===== config.mk =====
export PLATFORM = sky130hd
export DESIGN_NAME = calc_entry_flat
export DESIGN_NICKNAME = d
export VERILOG_FILES = /design/src/rtl/calc_pkg.sv /design/src/rtl/calc_entry_if.sv /design/src/rtl/calc_digit_pair.sv /design/src/rtl/calc_entry.sv /design/src/flat_wrapper.sv
export SDC_FILE = /design/constraint.sdc
export NUM_CORES = 1
export LEC_CHECK = 0
export ABC_AREA = 1
export BUFFER_PORTS_ARGS = -buffer_cell sky130_fd_sc_hd__buf_4
export CELL_PAD_IN_SITES_DETAIL_PLACEMENT = 1
export CELL_PAD_IN_SITES_GLOBAL_PLACEMENT = 1
export CORE_MARGIN = 2
export CORE_UTILIZATION = 35
export CTS_BUF_LIST = sky130_fd_sc_hd__clkbuf_2
export DETAILED_ROUTE_END_ITERATION = 8
export PLACE_DENSITY_LB_ADDON = 0.1
export SYNTH_ARGS = -nofsm -noshare
export SYNTH_HDL_FRONTEND = slang
export SYNTH_SLANG_ARGS = --single-unit

===== constraint.sdc =====
create_clock -name clk -period 5.96 [get_ports clk]
set_input_delay 1.192 -clock clk [delete_from_list [all_inputs] [get_ports clk]]
set_output_delay 1.192 -clock clk [all_outputs]
set_load 0.01 [all_outputs]

===== src/rtl/calc_pkg.sv =====
// rtl/calc_pkg.sv - shared key codes, op codes and entry state encoding for the calculator stages
package calc_pkg;

  localparam logic [3:0] KEY_DIGIT_MAX = 4'd9;
  localparam logic [3:0] KEY_ADD       = 4'd10;
  localparam logic [3:0] KEY_SUB       = 4'd11;
  localparam logic [3:0] KEY_MUL       = 4'd12;
  localparam logic [3:0] KEY_DIV       = 4'd13;
  localparam logic [3:0] KEY_EQ        = 4'd14;
  localparam logic [3:0] KEY_CLR       = 4'd15;

  localparam logic [1:0] OP_ADD = 2'd0;
  localparam logic [1:0] OP_SUB = 2'd1;
  localparam logic [1:0] OP_MUL = 2'd2;
  localparam logic [1:0] OP_DIV = 2'd3;

  localparam logic [1:0] ST_ENT_A = 2'd0;
  localparam logic [1:0] ST_OPR   = 2'd1;
  localparam logic [1:0] ST_ENT_B = 2'd2;
  localparam logic [1:0] ST_ISSUE = 2'd3;

  typedef struct packed {
    logic [3:0] tens;
    logic [3:0] ones;
  } digits_t;

  function automatic logic is_digit(input logic [3:0] key);
    return key <= KEY_DIGIT_MAX;
  endfunction

  function automatic logic is_oper(input logic [3:0] key);
    return (key >= KEY_ADD) && (key <= KEY_DIV);
  endfunction

  // Operator keys are contiguous, so the op code is the offset from '+'.
  function automatic logic [1:0] op_from_key(input logic [3:0] key);
    logic [3:0] w_off;
    w_off = key - KEY_ADD;
    return w_off[1:0];
  endfunction

endpackage


===== src/rtl/calc_entry_if.sv =====
// rtl/calc_entry_if.sv - key input, request output and display bundle of the entry stage
interface calc_entry_if;
  logic       key_valid;
  logic [3:0] key_code;
  logic       key_ready;
  logic [7:0] op_a;
  logic [7:0] op_b;
  logic [1:0] op_code;
  logic       out_valid;
  logic       out_ready;
  logic [3:0] disp_tens;
  logic [3:0] disp_ones;
  logic       err;

  modport master (
    output key_valid, key_code, out_ready,
    input  key_ready, op_a, op_b, op_code, out_valid, disp_tens, disp_ones, err
  );

  modport slave (
    input  key_valid, key_code, out_ready,
    output key_ready, op_a, op_b, op_code, out_valid, disp_tens, disp_ones, err
  );
endinterface


===== src/rtl/calc_digit_pair.sv =====
// rtl/calc_digit_pair.sv - two-digit decimal shift register with count, clear and joined value
module calc_digit_pair (
  input  logic       clk,
  input  logic       rst,
  input  logic       i_clear,
  input  logic       i_shift,
  input  logic [3:0] i_digit,
  output logic [3:0] o_tens,
  output logic [3:0] o_ones,
  output logic [1:0] o_count,
  output logic [7:0] o_value
);

  logic [3:0] r_tens;
  logic [3:0] r_ones;
  logic [1:0] r_count;

  // The caller owns the two-digit limit; clear wins over a same-cycle shift.
  always_ff @(posedge clk) begin
    if (rst || i_clear) begin
      r_tens  <= 4'd0;
      r_ones  <= 4'd0;
      r_count <= 2'd0;
    end else if (i_shift) begin
      r_tens  <= r_ones;
      r_ones  <= i_digit;
      r_count <= r_count + 2'd1;
    end
  end

  assign o_tens  = r_tens;
  assign o_ones  = r_ones;
  assign o_count = r_count;
  assign o_value = ({4'd0, r_tens} * 8'd10) + {4'd0, r_ones};

endmodule


===== src/rtl/calc_entry.sv =====
// rtl/calc_entry.sv - keypad entry FSM building two operands and an operator into one request
module calc_entry
  import calc_pkg::*;
(
  input  logic         clk,
  input  logic         rst,
  calc_entry_if.slave  bus
);

  logic [1:0] r_state;
  logic [7:0] r_op_a;
  logic [7:0] r_op_b;
  logic [1:0] r_op_code;
  logic       r_err;

  logic       w_key_ready;
  logic       w_accept;
  logic       w_digit;
  logic       w_oper;
  logic       w_eq;
  logic       w_clr;
  logic       w_a_shift, w_a_clear, w_b_shift, w_b_clear;
  logic [3:0] w_a_tens, w_a_ones, w_b_tens, w_b_ones;
  logic [1:0] w_a_count, w_b_count;
  logic [7:0] w_a_value, w_b_value;
  logic [1:0] w_state_nxt;
  logic [1:0] w_op_code_nxt;
  logic       w_latch;
  logic       w_err_nxt;

  assign w_key_ready = (r_state != ST_ISSUE);
  assign w_accept    = bus.key_valid && w_key_ready;
  assign w_digit     = w_accept && is_digit(bus.key_code);
  assign w_oper      = w_accept && is_oper(bus.key_code);
  assign w_eq        = w_accept && (bus.key_code == KEY_EQ);
  assign w_clr       = w_accept && (bus.key_code == KEY_CLR);

  calc_digit_pair u_pair_a (
    .clk     (clk),
    .rst     (rst),
    .i_clear (w_a_clear),
    .i_shift (w_a_shift),
    .i_digit (bus.key_code),
    .o_tens  (w_a_tens),
    .o_ones  (w_a_ones),
    .o_count (w_a_count),
    .o_value (w_a_value)
  );

  calc_digit_pair u_pair_b (
    .clk     (clk),
    .rst     (rst),
    .i_clear (w_b_clear),
    .i_shift (w_b_shift),
    .i_digit (bus.key_code),
    .o_tens  (w_b_tens),
    .o_ones  (w_b_ones),
    .o_count (w_b_count),
    .o_value (w_b_value)
  );

  always_comb begin
    w_state_nxt   = r_state;
    w_op_code_nxt = r_op_code;
    w_a_shift     = 1'b0;
    w_a_clear     = 1'b0;
    w_b_shift     = 1'b0;
    w_b_clear     = 1'b0;
    w_latch       = 1'b0;
    w_err_nxt     = 1'b0;
    if (w_clr) begin
      w_state_nxt   = ST_ENT_A;
      w_op_code_nxt = OP_ADD;
      w_a_clear     = 1'b1;
      w_b_clear     = 1'b1;
    end else begin
      case (r_state)
        ST_ENT_A: begin
          if (w_digit && (w_a_count < 2'd2)) begin
            w_a_shift = 1'b1;
          end else if (w_oper && (w_a_count != 2'd0)) begin
            w_op_code_nxt = op_from_key(bus.key_code);
            w_b_clear     = 1'b1;
            w_state_nxt   = ST_OPR;
          end
        end
        ST_OPR: begin
          if (w_oper) begin
            w_op_code_nxt = op_from_key(bus.key_code);
          end else if (w_digit) begin
            w_b_shift   = 1'b1;
            w_state_nxt = ST_ENT_B;
          end
        end
        ST_ENT_B: begin
          if (w_digit && (w_b_count < 2'd2)) begin
            w_b_shift = 1'b1;
          end else if (w_eq) begin
            // Divide-by-zero never reaches the arithmetic stage.
            if ((r_op_code == OP_DIV) && (w_b_value == 8'd0)) begin
              w_err_nxt   = 1'b1;
              w_a_clear   = 1'b1;
              w_b_clear   = 1'b1;
              w_state_nxt = ST_ENT_A;
            end else begin
              w_latch     = 1'b1;
              w_state_nxt = ST_ISSUE;
            end
          end
        end
        default: begin
          if (bus.out_ready) begin
            w_a_clear   = 1'b1;
            w_b_clear   = 1'b1;
            w_state_nxt = ST_ENT_A;
          end
        end
      endcase
    end
  end

  always_ff @(posedge clk) begin
    if (rst) begin
      r_state   <= ST_ENT_A;
      r_op_a    <= 8'd0;
      r_op_b    <= 8'd0;
      r_op_code <= OP_ADD;
      r_err     <= 1'b0;
    end else begin
      r_state   <= w_state_nxt;
      r_op_code <= w_op_code_nxt;
      r_err     <= w_err_nxt;
      if (w_latch) begin
        r_op_a <= w_a_value;
        r_op_b <= w_b_value;
      end
    end
  end

  // B keeps its digits until the handshake, so ISSUE shows the operand just sent.
  assign bus.key_ready = w_key_ready;
  assign bus.out_valid = (r_state == ST_ISSUE);
  assign bus.op_a      = r_op_a;
  assign bus.op_b      = r_op_b;
  assign bus.op_code   = r_op_code;
  assign bus.err       = r_err;
  assign bus.disp_tens = ((r_state == ST_ENT_B) || (r_state == ST_ISSUE)) ? w_b_tens : w_a_tens;
  assign bus.disp_ones = ((r_state == ST_ENT_B) || (r_state == ST_ISSUE)) ? w_b_ones : w_a_ones;

endmodule


===== src/flat_wrapper.sv =====
// flat-port wrapper written by rule: the top's interface ports become plain ports
module calc_entry_flat import calc_pkg::*;
  (clk, rst, bus_key_valid, bus_key_code, bus_out_ready, bus_key_ready, bus_op_a, bus_op_b, bus_op_code, bus_out_valid, bus_disp_tens, bus_disp_ones, bus_err);
  calc_entry_if bus_i ();
  input  logic clk;
  input  logic rst;
  input wire logic [$bits(bus_i.key_valid)-1:0] bus_key_valid;
  input wire logic [$bits(bus_i.key_code)-1:0] bus_key_code;
  input wire logic [$bits(bus_i.out_ready)-1:0] bus_out_ready;
  output wire logic [$bits(bus_i.key_ready)-1:0] bus_key_ready;
  output wire logic [$bits(bus_i.op_a)-1:0] bus_op_a;
  output wire logic [$bits(bus_i.op_b)-1:0] bus_op_b;
  output wire logic [$bits(bus_i.op_code)-1:0] bus_op_code;
  output wire logic [$bits(bus_i.out_valid)-1:0] bus_out_valid;
  output wire logic [$bits(bus_i.disp_tens)-1:0] bus_disp_tens;
  output wire logic [$bits(bus_i.disp_ones)-1:0] bus_disp_ones;
  output wire logic [$bits(bus_i.err)-1:0] bus_err;
  assign bus_i.key_valid = bus_key_valid;
  assign bus_i.key_code = bus_key_code;
  assign bus_i.out_ready = bus_out_ready;
  assign bus_key_ready = bus_i.key_ready;
  assign bus_op_a = bus_i.op_a;
  assign bus_op_b = bus_i.op_b;
  assign bus_op_code = bus_i.op_code;
  assign bus_out_valid = bus_i.out_valid;
  assign bus_disp_tens = bus_i.disp_tens;
  assign bus_disp_ones = bus_i.disp_ones;
  assign bus_err = bus_i.err;
  calc_entry u_core (.clk(clk), .rst(rst), .bus(bus_i));
endmodule

==> run metrics, run 1 <==
status=complete, no violations; Final Hold Viols=0; Fin Setup TNS=0 ps; Slowest-stage cell, CP=nor2_1; Worst Setup SP=u_core.r_state[0]$_SDFFE_PP0P_; Worst Hold Class=flop to flop; final wirelength=6274 µm; worst slew pin tran=703.0 ps; placed insts=441; Root Driver=clkbuf_2; leakage power=1.292 nW; DRT iter0 DRCs=33; gr usage total=17.77%; Pre-Repair DR Iteration Count=4; H-tree depth=2; Yosys top cell area share=33.78%; DRT antenna net count=0; final std cells w/o fill=around 450; sequential share of the synthesized area=between 30% and 40%; die footprint=7625 µm²; clk buf depth=2; R2R setup slack=3230 ps; Setup-failing EPs final=0; worst path cell trace=inv_1, ha_1, nor2_1, mux2_2, buf_4; detailed-route via count=2,190; Netlist cell types=32; RSZ-0062 raised after global routing=false; fin crit period=3536 ps; Skew-Pair Late Insertion Delay=410 ps; P per Cell Area=192.7 nW/µm²; CP max stage delay=about 570 ps; postcts setup bufs=0; R2R depth=13; critical path peak fanout=11; pre-CTS setup slack=2890 ps; Synth Net Count=360; PortBufs=36; Synth Instances=between 300 and 400; synthesized flop and latch total=41; largest net degree at the start of global routing=17; core area=6756 µm²; grt total ovfl=0; CTS Hold Bufs=0; # Max-Cap Violations=0; Crit path depth=5; Antenna diodes=0; RR Startpoint=u_core.u_pair_b.o_tens[1]$_SDFFE_PP0P_; Final Cycle Share=about three fifths; CTS buffer count=5; Via-to-Cell Ratio=4.878; WP data required=between 4000 and 5000 ps; Initial Util=between 30% and 40%; synth warn=0; TritonCTS clock tree=done; Critical path buffers and inverters=2; I/O pin cnt=37; initial antenna violation count=0; cell family with most CP delay=simple AND/OR/NAND/NOR gates; WS Path Type=flop to primary output; Post-Synthesis Cell Area=2430 µm²; Die Span Y=around 87 µm; CP Capture Point=bus_disp_tens[0]; # resized after CTS=0; Die X=87.32 µm; first-pass GRT wire length=10,490 µm; DP HPWL=5086 µm; clock-pin slew on the worst setup and hold paths=210 ps; Final Max Slew Viols=0; Final #Nets=399; vias in the first global route=2,152; Clock Sinks=~40; P&R area growth vs syn=15.96%; Post-route DRC=0; reg2reg end=u_core.bus.op_b[3]$_SDFFE_PP0P_; ratio of cells with drive above 1 in the final layout=22.22%; wire length per cell=13.97 µm; Mean Syn Cell Area=7.386 µm²; worst path arrival time=2340 ps; Slew headroom=52.96%; peak supply drop=0.08924 mV; clock skew=18.96 ps; PnR worst setup slack=2424 ps; area leader, netlist=dfxtp_1; Fmax=0.2828 GHz; startpoint types=flop; Critical Path Sink Type=primary output; Synth area leaders=dfxtp_1 (34%), nand2_1 (14%), ha_1 (9.8%), a21oi_1 (5.8%), inv_1 (4.9%); floorplan row count=30; gpl congestion=0.8215
[state kept, by name (all words and copies together) (netlist names), 4 cells and up]
| signal | cells |
|---|---|
| u_core.u_pair_b.o_ones | 4 |
| u_core.u_pair_a.o_ones | 4 |
| u_core.u_pair_b.o_tens | 4 |
| u_core.u_pair_a.o_tens | 4 |
| u_core.bus.op_a | 8 |
| u_core.bus.op_b | 8 |
[stage by stage]
step                      power, mW  util (%)  hold WS, ps  instance area, µm²
after global placement       0.4207     41.07        452.8                2775
after floorplan              0.3778         -        445.3                2430
after global routing         0.5787     41.70        507.9                2818
after detailed placement     0.4229     41.07        462.0                2775
final                        0.5430     41.70        480.8                2818
after CTS                    0.5528     41.70        487.0                2818
[report_power, final]
| group | switching [mW] | internal, mW |
|---|---|---|
| registers | 0.0124 | 0.287 |
| clock network | 0.0943 | 0.0324 |
| logic | 0.0720 | 0.0452 |
| total | 0.179 | 0.364 |
[cell usage after synthesis, drive strengths merged]
| master | count |
|---|---|
| xor2 | 5 |
| ha | 19 |
| nor2 | 39 |
| inv | 37 |
| nand3 | 14 |
| buf | 5 |
| o211ai | 1 |
| nand4 | 5 |
| a21oi | 34 |
| nand2 | 95 |
| or2 | 1 |
| dfxtp | 41 |
| xnor2 | 3 |
| mux2 | 2 |
| clkbuf | 1 |
| fa | 4 |
| nand3b | 1 |
| nor3 | 2 |
| o21ai | 20 |
[cell families after synthesis]
group	synth area share, %
mux	0.9268
simple gates	28.94
compound gates	12.92
buf+inv	7.466
fa+ha+maj	13.08
xor+xnor	2.884
flops	33.78
[worst min-delay path by stage]
stage,from,to,slack (ps),cells past startpoint
floorplan,u_core.u_pair_a.o_count[0]$_SDFFE_PP0P_,u_core.u_pair_a.o_count[0]$_SDFFE_PP0P_,450,2
global placement,u_core.u_pair_a.o_count[0]$_SDFFE_PP0P_,u_core.u_pair_a.o_count[0]$_SDFFE_PP0P_,450,2
detailed placement,u_core.u_pair_a.o_count[0]$_SDFFE_PP0P_,u_core.u_pair_a.o_count[0]$_SDFFE_PP0P_,460,2
CTS,u_core.u_pair_a.o_count[0]$_SDFFE_PP0P_,u_core.u_pair_a.o_count[0]$_SDFFE_PP0P_,490,2
global route,u_core.u_pair_a.o_count[0]$_SDFFE_PP0P_,u_core.u_pair_a.o_count[0]$_SDFFE_PP0P_,510,2
finish,u_core.u_pair_a.o_count[0]$_SDFFE_PP0P_,u_core.u_pair_a.o_count[0]$_SDFFE_PP0P_,480,2
[worst min-delay path, cell delays in order, from the launching register on]
cell and delay [ps]:
dfxtp_1 360, nand2_1 60, a21oi_1 60
[metal layers]
layer,track usage (%),vias to the layer above,routed length [µm]
met5,0,-,0
met4,5.035,0,76
li1,-,1133,-
met1,22.97,1019,3003
met3,3.507,6,196
met2,29.96,32,2997
[placed cells by master, fill, tap and decap left out, drive strengths merged, types with 7 or more instances in the layout]
cell / n
a21oi: 34
buf: 38
clkbuf: 7
dfxtp: 41
ha: 19
inv: 37
nand2: 95
nand3: 14
nor2: 39
o21ai: 20
[cell type report]
type,count,area (µm²)
Sequential cell,41,820.8
Clock buffer,7,35.03
Fill cell,858,3939
Tap cell,80,100.1
Clock inverter,1,7.507
Multi-Input combinational cell,245,1428
Timing Repair Buffer,38,285.3
Inverter,37,141.4
Power figures use the tool's default switching activity.
==> inputs of run 2 (changes only) <==
==> constraint.sdc (replaced) <==
create_clock -name clk -period 3.04 [get_ports clk]
set_input_delay 0.608 -clock clk [delete_from_list [all_inputs] [get_ports clk]]
set_output_delay 0.608 -clock clk [all_outputs]
set_load 0.01 [all_outputs]
==> run 2 against run 1 <==
Sequential power rose by 96%; worst hold slack got worse by 96 ps; register-to-register slack got worse by 2900 ps; cell count rose by 0.22%; via count fell by 2.1%; global-route usage fell by 0.43 points; combinational power rose by 95%.
==> run metrics, run 2 (synthesis gave the netlist of run 1 again) <==
status=complete, no violations; Fin Setup TNS=0 ps; ratio of cells with drive above 1 in the final layout=22.43%; TritonCTS clock tree=done; first-pass GRT wire length=10,270 µm; P&R area growth vs syn=17.30%; clock skew=11.07 ps; DRT iter0 DRCs=62; P per Cell Area=396.5 nW/µm²; worst path arrival time=3060 ps; Clock Sinks=41; pre-CTS setup slack=347.6 ps; Die Span Y=a little under 90 µm; detailed-route via count=2,144; Final Cycle Share=approximately nine tenths; Fmax=0.3700 GHz; most common cell after layout, fill and taps aside=nand2_1; gpl congestion=0.8955; Final Hold Slack=roughly 390 ps; Via-to-Cell Ratio=4.764; fin crit period=2703 ps; placed insts=around 440; commonest cells after routing, fill and taps aside=nand2_1 (88), dfxtp_1 (41), buf_4 (40), inv_1 (32), nor2_1 (29); worst slew pin tran=about 360 ps; final wirelength=6014 µm; gr usage total=between 10% and 20%; Final Hold Viols=0; Final #Nets=401; WP data required=3400 ps; filler cell count in the final layout=858; Pre-Repair DR Iteration Count=4; CTS buffer count=5; final std cells w/o fill=450; Die X=around 87 µm; Skew-Pair Late Insertion Delay=410 ps; # resized after CTS=0; peak supply drop=0.1662 mV; Final Max Slew Viols=0; Worst Hold Class=input port to flop; Slew headroom=approximately three quarters; clock-pin slew on the worst setup and hold paths=200 ps; Critical Path Sink Type=flop; RSZ-0062 raised after global routing=false; clk buf depth=2; floorplan row count=30; startpoint types=flop; critical path peak fanout=16; postcts setup bufs=0; initial antenna violation count=0; Antenna diodes=0; PnR worst setup slack=roughly 340 ps; wire length per cell=around 13 µm; vias in the first global route=approximately 2,100; grt total ovfl=0; # Max-Cap Violations=0; Post-route DRC=0; core area=6756 µm²; Setup-failing EPs final=0; Initial Util=35.96%; PortBufs=36; I/O pin cnt=37; H-tree depth=2; die footprint=7625 µm²; WS Path Type=flop to flop; DP HPWL=4882 µm; DRT antenna net count=0; leakage power=1.312 nW; largest net degree at the start of global routing=17; Root Driver=clkbuf_2; CTS Hold Bufs=0
run 2: changes by cell type in the layout (fill, tap and decap cells not counted), sizes merged:
cell	before	now
bufinv	0	1
clkbuf	7	5
buf	38	40
clkinv	0	1
clkinvlp	1	0
run 2: worst paths after layout:
path / slack, ps / cells after the start / to / startpoint
max reg2reg: 340 / 13 / u_core.bus.op_b[3]$_SDFFE_PP0P_ / u_core.u_pair_b.o_tens[1]$_SDFFE_PP0P_
min reg2reg: 480 / 2 / u_core.u_pair_a.o_count[0]$_SDFFE_PP0P_ / u_core.u_pair_a.o_count[0]$_SDFFE_PP0P_
min: 390 / 2 / u_core.bus.op_b[3]$_SDFFE_PP0P_ / rst
max: 340 / 13 / u_core.bus.op_b[3]$_SDFFE_PP0P_ / u_core.u_pair_b.o_tens[1]$_SDFFE_PP0P_
run 2: critical path: stages, from the launching register on:
cell	delay, ps
dfxtp_1	470
ha_1	270
ha_1	230
fa_1	530
nand2_1	100
a21oi_2	140
nand2_1	70
nand2_1	80
nand2_1	90
nand3_2	120
nand2_4	140
inv_4	220
nand2_1	100
a21oi_2	110
run 2: power by group:
group          total (mW)  internal [mW]  leakage, nW  switching (mW)
registers           0.585          0.562        0.331          0.0225
clock network       0.318          0.134       0.0388           0.184
logic               0.228         0.0901        0.941           0.138
run 2: layout make-up:
class	count	area [µm²]	area share, %
clock inverter	2	35.03	1.229
timing repair buffer	40	300.3	10.54
tap	80	100.1	3.512
sequential	41	820.8	28.80
multi-input combinational	245	1428	50.09
clock buffer	5	25.02	0.8780
inverter	37	141.4	4.961
run 2: through the flow:
stage / area, µm² / utilization, % / total power [mW]
2_1_floorplan: 2430 / - / 0.7406
3_3_place_gp: 2790 / 41.30 / 0.8244
3_5_place_dp: 2790 / 41.30 / 0.8297
4_1_cts: 2850 / 42.19 / 1.156
5_1_grt: 2850 / 42.19 / 1.208
6_report: 2850 / 42.19 / 1.130
run 2: layer usage:
layer  track usage [%]  vias up  wire, µm
li1                  -     1132         -
met1             22.28      973      2900
met2             29.48       32      2857
met3             3.223        7       179
met4             5.035        0        76
met5                 0        -         0
